## src/rtl/fp_ctrl_pkg.sv

```systemverilog
// Shared definitions for the shared-arithmetic-unit controllers:
// fp16 field widths, controller state encoding and round-robin helpers.
package fp_ctrl_pkg;

    localparam int EXP_WIDTH       = 5;
    localparam int MANT_WIDTH      = 10;
    localparam int DATA_WIDTH      = 1 + EXP_WIDTH + MANT_WIDTH;
    localparam int DEFAULT_NUM_REQ = 4;

    typedef enum logic [1:0] {
        IDLE = 2'd0,
        EXEC = 2'd1,
        RESP = 2'd2
    } ctrl_state_e;

    // Index of the requester following idx in a ring of n requesters.
    function automatic int unsigned rr_next(input int unsigned idx, input int unsigned n);
        return (idx + 1 >= n) ? 0 : idx + 1;
    endfunction

endpackage

```

## src/rtl/rr_arbiter.sv

```systemverilog
// Combinational round-robin arbiter: picks the first set request starting
// at ptr and wrapping modulo NUM_REQ.
module rr_arbiter #(
    parameter int NUM_REQ = 4,
    parameter int IDX_W   = (NUM_REQ > 1) ? $clog2(NUM_REQ) : 1
) (
    input  logic [NUM_REQ-1:0] req,
    input  logic [IDX_W-1:0]   ptr,
    output logic [NUM_REQ-1:0] gnt,
    output logic [IDX_W-1:0]   idx,
    output logic               any
);

    int unsigned pos;

    always_comb begin
        gnt = '0;
        idx = '0;
        any = 1'b0;
        pos = 0;
        for (int unsigned k = 0; k < NUM_REQ; k++) begin
            pos = 32'(ptr) + k;
            if (pos >= NUM_REQ) begin
                pos = pos - NUM_REQ;
            end
            if (!any && req[pos[IDX_W-1:0]]) begin
                any                 = 1'b1;
                gnt[pos[IDX_W-1:0]] = 1'b1;
                idx                 = pos[IDX_W-1:0];
            end
        end
    end

endmodule

```

## src/rtl/fp_add_arbiter.sv

```systemverilog
// Shares one external combinational fp16 adder between NUM_REQ requesters:
// round-robin grant, one operation in flight, registered operands and result.
module fp_add_arbiter
    import fp_ctrl_pkg::*;
#(
    parameter int NUM_REQ    = DEFAULT_NUM_REQ,
    parameter int DATA_WIDTH = fp_ctrl_pkg::DATA_WIDTH,
    parameter int CNT_WIDTH  = 16
) (
    input  logic                          clk,
    input  logic                          rst_n,
    input  logic [NUM_REQ-1:0]            req_valid,
    output logic [NUM_REQ-1:0]            req_ready,
    input  logic [NUM_REQ*DATA_WIDTH-1:0] req_a,
    input  logic [NUM_REQ*DATA_WIDTH-1:0] req_b,
    output logic [NUM_REQ-1:0]            rsp_valid,
    input  logic [NUM_REQ-1:0]            rsp_ready,
    output logic [DATA_WIDTH-1:0]         rsp_data,
    output logic [DATA_WIDTH-1:0]         add_a,
    output logic [DATA_WIDTH-1:0]         add_b,
    input  logic [DATA_WIDTH-1:0]         add_result,
    output logic                          busy,
    output logic [CNT_WIDTH-1:0]          op_count
);

    localparam int IDX_W = (NUM_REQ > 1) ? $clog2(NUM_REQ) : 1;

    ctrl_state_e           state_q, state_d;
    logic [DATA_WIDTH-1:0] op_a_q, op_a_d;
    logic [DATA_WIDTH-1:0] op_b_q, op_b_d;
    logic [DATA_WIDTH-1:0] result_q, result_d;
    logic [IDX_W-1:0]      tag_q, tag_d;
    logic [IDX_W-1:0]      rr_ptr_q, rr_ptr_d;
    logic [CNT_WIDTH-1:0]  op_count_q, op_count_d;

    logic [NUM_REQ-1:0]    arb_gnt;
    logic [IDX_W-1:0]      arb_idx;
    logic                  arb_any;
    logic                  rsp_hs;
    logic                  grant_en;

    logic [DATA_WIDTH-1:0] a_arr [NUM_REQ];
    logic [DATA_WIDTH-1:0] b_arr [NUM_REQ];

    for (genvar g = 0; g < NUM_REQ; g++) begin : g_unpack
        assign a_arr[g] = req_a[g*DATA_WIDTH +: DATA_WIDTH];
        assign b_arr[g] = req_b[g*DATA_WIDTH +: DATA_WIDTH];
    end

    rr_arbiter #(
        .NUM_REQ (NUM_REQ),
        .IDX_W   (IDX_W)
    ) u_arb (
        .req (req_valid),
        .ptr (rr_ptr_q),
        .gnt (arb_gnt),
        .idx (arb_idx),
        .any (arb_any)
    );

    always_comb begin
        state_d    = state_q;
        op_a_d     = op_a_q;
        op_b_d     = op_b_q;
        result_d   = result_q;
        tag_d      = tag_q;
        rr_ptr_d   = rr_ptr_q;
        op_count_d = op_count_q;

        rsp_hs    = (state_q == RESP) && rsp_ready[tag_q];
        // rst_n gating keeps req_ready low for the whole reset interval.
        grant_en  = rst_n && arb_any && ((state_q == IDLE) || rsp_hs);
        req_ready = grant_en ? arb_gnt : '0;
        rsp_valid = '0;
        if (state_q == RESP) begin
            rsp_valid[tag_q] = 1'b1;
        end

        case (state_q)
            IDLE: ;
            EXEC: begin
                result_d = add_result;
                state_d  = RESP;
            end
            RESP: begin
                if (rsp_hs) begin
                    op_count_d = op_count_q + 1'b1;
                    state_d    = IDLE;
                end
            end
            default: state_d = IDLE;
        endcase

        // A grant in RESP overrides the return to IDLE for back-to-back issue.
        if (grant_en) begin
            op_a_d   = a_arr[arb_idx];
            op_b_d   = b_arr[arb_idx];
            tag_d    = arb_idx;
            rr_ptr_d = IDX_W'(rr_next(32'(arb_idx), NUM_REQ));
            state_d  = EXEC;
        end
    end

    always_ff @(posedge clk or negedge rst_n) begin
        if (!rst_n) begin
            state_q    <= IDLE;
            op_a_q     <= '0;
            op_b_q     <= '0;
            result_q   <= '0;
            tag_q      <= '0;
            rr_ptr_q   <= '0;
            op_count_q <= '0;
        end else begin
            state_q    <= state_d;
            op_a_q     <= op_a_d;
            op_b_q     <= op_b_d;
            result_q   <= result_d;
            tag_q      <= tag_d;
            rr_ptr_q   <= rr_ptr_d;
            op_count_q <= op_count_d;
        end
    end

    assign add_a    = op_a_q;
    assign add_b    = op_b_q;
    assign rsp_data = result_q;
    assign busy     = (state_q != IDLE);
    assign op_count = op_count_q;

endmodule

```

## config.mk

```make
export PLATFORM = sky130hd
export DESIGN_NAME = fp_add_arbiter
export DESIGN_NICKNAME = d
export VERILOG_FILES = /design/src/rtl/fp_ctrl_pkg.sv /design/src/rtl/rr_arbiter.sv /design/src/rtl/fp_add_arbiter.sv
export SDC_FILE = /design/constraint.sdc
export NUM_CORES = 1
export LEC_CHECK = 0
export CAP_MARGIN = 20
export CORE_ASPECT_RATIO = 1.2
export CORE_MARGIN = 2
export CORE_UTILIZATION = 35
export CTS_CLUSTER_DIAMETER = 150
export DETAILED_ROUTE_END_ITERATION = 6
export PLACE_DENSITY = 0.69
export SETUP_SLACK_MARGIN = 0.05
export SYNTH_ARGS = -nofsm -noshare
export SYNTH_HDL_FRONTEND = slang
export SYNTH_SLANG_ARGS = --single-unit
```

## constraint.sdc

```tcl
create_clock -name clk -period 5 [get_ports clk]
set_input_delay 0.75 -clock clk [delete_from_list [all_inputs] [get_ports clk]]
set_output_delay 0.75 -clock clk [all_outputs]
set_load 0.02 [all_outputs]
```

==> results.cfg <==
[synth]
yosysMostFrequentCell = dfrtp_1
synth_fp_nets = 689
syn_area_per_cell_sq_um = 9.498
ys_async_sr_fraction = 1.000
synth_top_cell_area_share = 0.3506
synth_edf_count = 0
synth_cell_types = 60
synthTopCellsByCount = dfrtp_1 (70), nand2_1 (44), nor2_1 (44)
synth_area_sq_mm = 0.004996
ys_warn_count = 0
ys_seq_area_frac = 0.3506
synth_ff_type = dfrtp_1
synth_area_leaders = dfrtp_1 (35%), mux2i_1 (8.0%), mux2_2 (4.3%)
synthCells = 526
yosys.area.top_type = dfrtp_1
ys_seq_elements = 70

[power_and_ir_drop]
vdd.ir_drop.worst_uv = 369.6
p_leak_nw = 3.005
swShare = 0.4549
p_int_mw = 2.550
switchingPower_mw = 2.128
comb_power_share = 0.646
p_seq_frac = 0.206
p_clk_frac = 0.149
power-per-cell-area_mw_per_mm2 = 612.4

[final_layout]
syn_to_final_growth_pct = 52.89
nets = 890
drive_gt1_frac = 0.1025
fill_cells = 1247
fin_util = 0.5504
diodes = 0
fin_cells = 903

[clocking]
clkTransAtPathRegs_ns = 0.06
h-tree-depth = 3
cts_resized = 0
clockBufferDepth = 2
numCtsBuffers = 9
cts_post_setup_buffers_inserted = 0
clkSinkCount = 70
cts_root_buf = clkbuf_16
worstSkewPairLatency_ns = 0.33
cts_hold_buf = 0
cts_tree = yes

[global_routing]
grt_pass1_wl_microns = 27950
antenna_found_initial = 0
grt_max_degree = 50
grt_pass1_vias = 5266
grt_overflow = 0
grtUsageTotal = 0.2304

[critical_path]
required_ns = 4.25
setup.worst_path.end = req_ready[0]
cp.arrival_ns = 3.65
critPathLaunchType = flop
critPathMaxStageDelay_ns = 0.65
reg2reg_depth = 8
regToRegStartpoint = rr_ptr_q[1]
crit_slowest_cell = mux4_2
critPathMaxFanout = 11
cp-end-kind = primary output
setup.worst_path.start = rr_ptr_q[1]
rrSetupSlack_ns = 0.81
worst-setup-path-type = flop to primary output
rr_endpoint = add_b[1]
crit_chain = inv_1, ha_1, mux4_2, nor2b_2, a221o_1, o21ai_0, a21oi_1, clkdlybuf4s50_1

[sta]
clock.fmax_ghz = 0.2273
timing.final.crit_share = 0.8798
slew_viol_final = 0
relSlewSlack = 0.2792
rsz0062_at_grt = false
report.final.hold_viol_count = 0
worst_pin_slew_ns = 1.081
fin_skew_ns = 0.008810
min_period_ns = 4.399
finalWorstSetupSlack_ns = 0.6009
setup_violations = 0
timing.setup.tns_ns = 0

[drt]
vias = 5222
drt_iter0_markers = 428
post_drt_wl_per_cell_microns = 19.75
post-route-drc-count = 24
final_antenna_net_count = 0
drt-total-wl_microns = 17840
drtPass1Iterations = 7
vias_per_cell = 5.783

[floorplan]
io_pins = 227
die_height_microns = 134.9
die_area_sq_mm = 0.01525
core_area_sq_mm = 0.01388
die_w_microns = 113.1
start_util = 0.3600
rows = 47

[run_status]
status = finished with violations
violations = DRC

[placed_design]
port_buffers = 226
dp.cells = 886
pre_cts_ws_ns = 0.7501
hpwlAfterDp_microns = 13300
gp_congestion = 0.8450

[flow_run]
cap_violations = 0

[min_path]
hp-class = input pin to async pin
-- state kept, by name, indices dropped and copies added (netlist names) --
name      count
rsp_data     16
tag_q         2
op_count     16
add_a        16
add_b        16
rr_ptr_q      2
state_q       2
-- placed cells by master (no fill, tap or decap), types with 4 or more instances in the layout --
cell type	n
o21bai_1	7
o311a_1	10
buf_4	9
clkdlybuf4s50_1	225
a221oi_2	8
nand2_1	44
mux2i_1	40
nor3_1	13
nor2_1	44
xor2_1	4
and3_1	6
mux4_2	4
a2111oi_0	6
mux2_2	19
a21oi_1	33
xnor2_1	12
ha_1	9
inv_1	6
clkbuf_16	9
a221o_1	4
a221oi_1	16
o21ai_0	19
a2111oi_2	4
nand3_1	26
a31oi_1	12
dfrtp_1	70
a32oi_1	8
o221ai_1	7
a211oi_1	13
-- layer usage --
metal	vias to the layer above	GRT usage	wire length, microns
li1	2421	-	-
met1	2515	0.2773	6962
met2	260	0.4115	9141
met3	26	0.04937	1472
met4	0	0.06978	261
met5	-	0	0
-- final cells by class --
class | count | area [sq um] | share of cell area
Sequential cell | 70 | 1752 | 0.2293
Tap cell | 171 | 214.0 | 0.02801
Timing Repair Buffer | 236 | 2347 | 0.3073
Clock inverter | 6 | 93.84 | 0.01229
Multi-Input combinational cell | 403 | 2977 | 0.3897
Clock buffer | 10 | 229.0 | 0.02998
Inverter | 7 | 26.28 | 0.003440
-- worst max-delay path, delay by kind of cell (launching register included) --
kind	cells	cell delay [ns]
AO/OA/AOI/OAI	3	0.46
multiplexers	1	0.65
AND/OR/NAND/NOR	1	0.28
buffers and inverters	2	0.84
flip-flops	1	0.57
adder cells (fa/ha/maj)	1	0.51
-- kinds of logic (layout without fill, tap and decap cells) --
| group | count (synthesis) | count (layout) | share of synthesized area |
|---|---|---|---|
| mux | 63 | 63 | 0.1410 |
| xor+xnor | 16 | 16 | 0.02805 |
| buf+inv | 53 | 259 | 0.05735 |
| fa+ha+maj | 9 | 9 | 0.02254 |
| simple gates | 153 | 153 | 0.1410 |
| flops | 70 | 70 | 0.3506 |
| compound gates | 162 | 162 | 0.2595 |
-- power groups by stage --
stage / Sequential (mW) / Clock, mW / Combinational (mW)
finish: 0.963 / 0.695 / 3.02
CTS: 0.964 / 0.706 / 3.01
floorplan: 1.20 / 0 / 1.80
global placement: 0.961 / 0 / 2.93
detailed placement: 0.973 / 0 / 3.00
global route: 0.993 / 0.730 / 3.26
-- per-stage QoR --
step           power, mW  hold slack, ns  area (sq um)
2_1_floorplan      3.003          0.4544          4996
3_3_place_gp       3.893          0.4587          7308
3_5_place_dp       3.975          0.4766          7308
4_1_cts            4.682          0.3402          7631
5_1_grt            4.979          0.3481          7639
6_report           4.678          0.3295          7639
-- how the worst min path moves through the flow --
stage / start / end / slack (ns) / depth (start not counted)
floorplan: rst_n / add_a[0] / 0.45 / 0
global placement: op_count[15] / op_count[15] / 0.46 / 1
detailed placement: add_b[0] / add_b[0] / 0.48 / 2
CTS: rst_n / rsp_data[3] / 0.34 / 1
global route: rst_n / rsp_data[3] / 0.35 / 1
finish: rst_n / rsp_data[3] / 0.33 / 1
(Power assumes the default switching activity.)
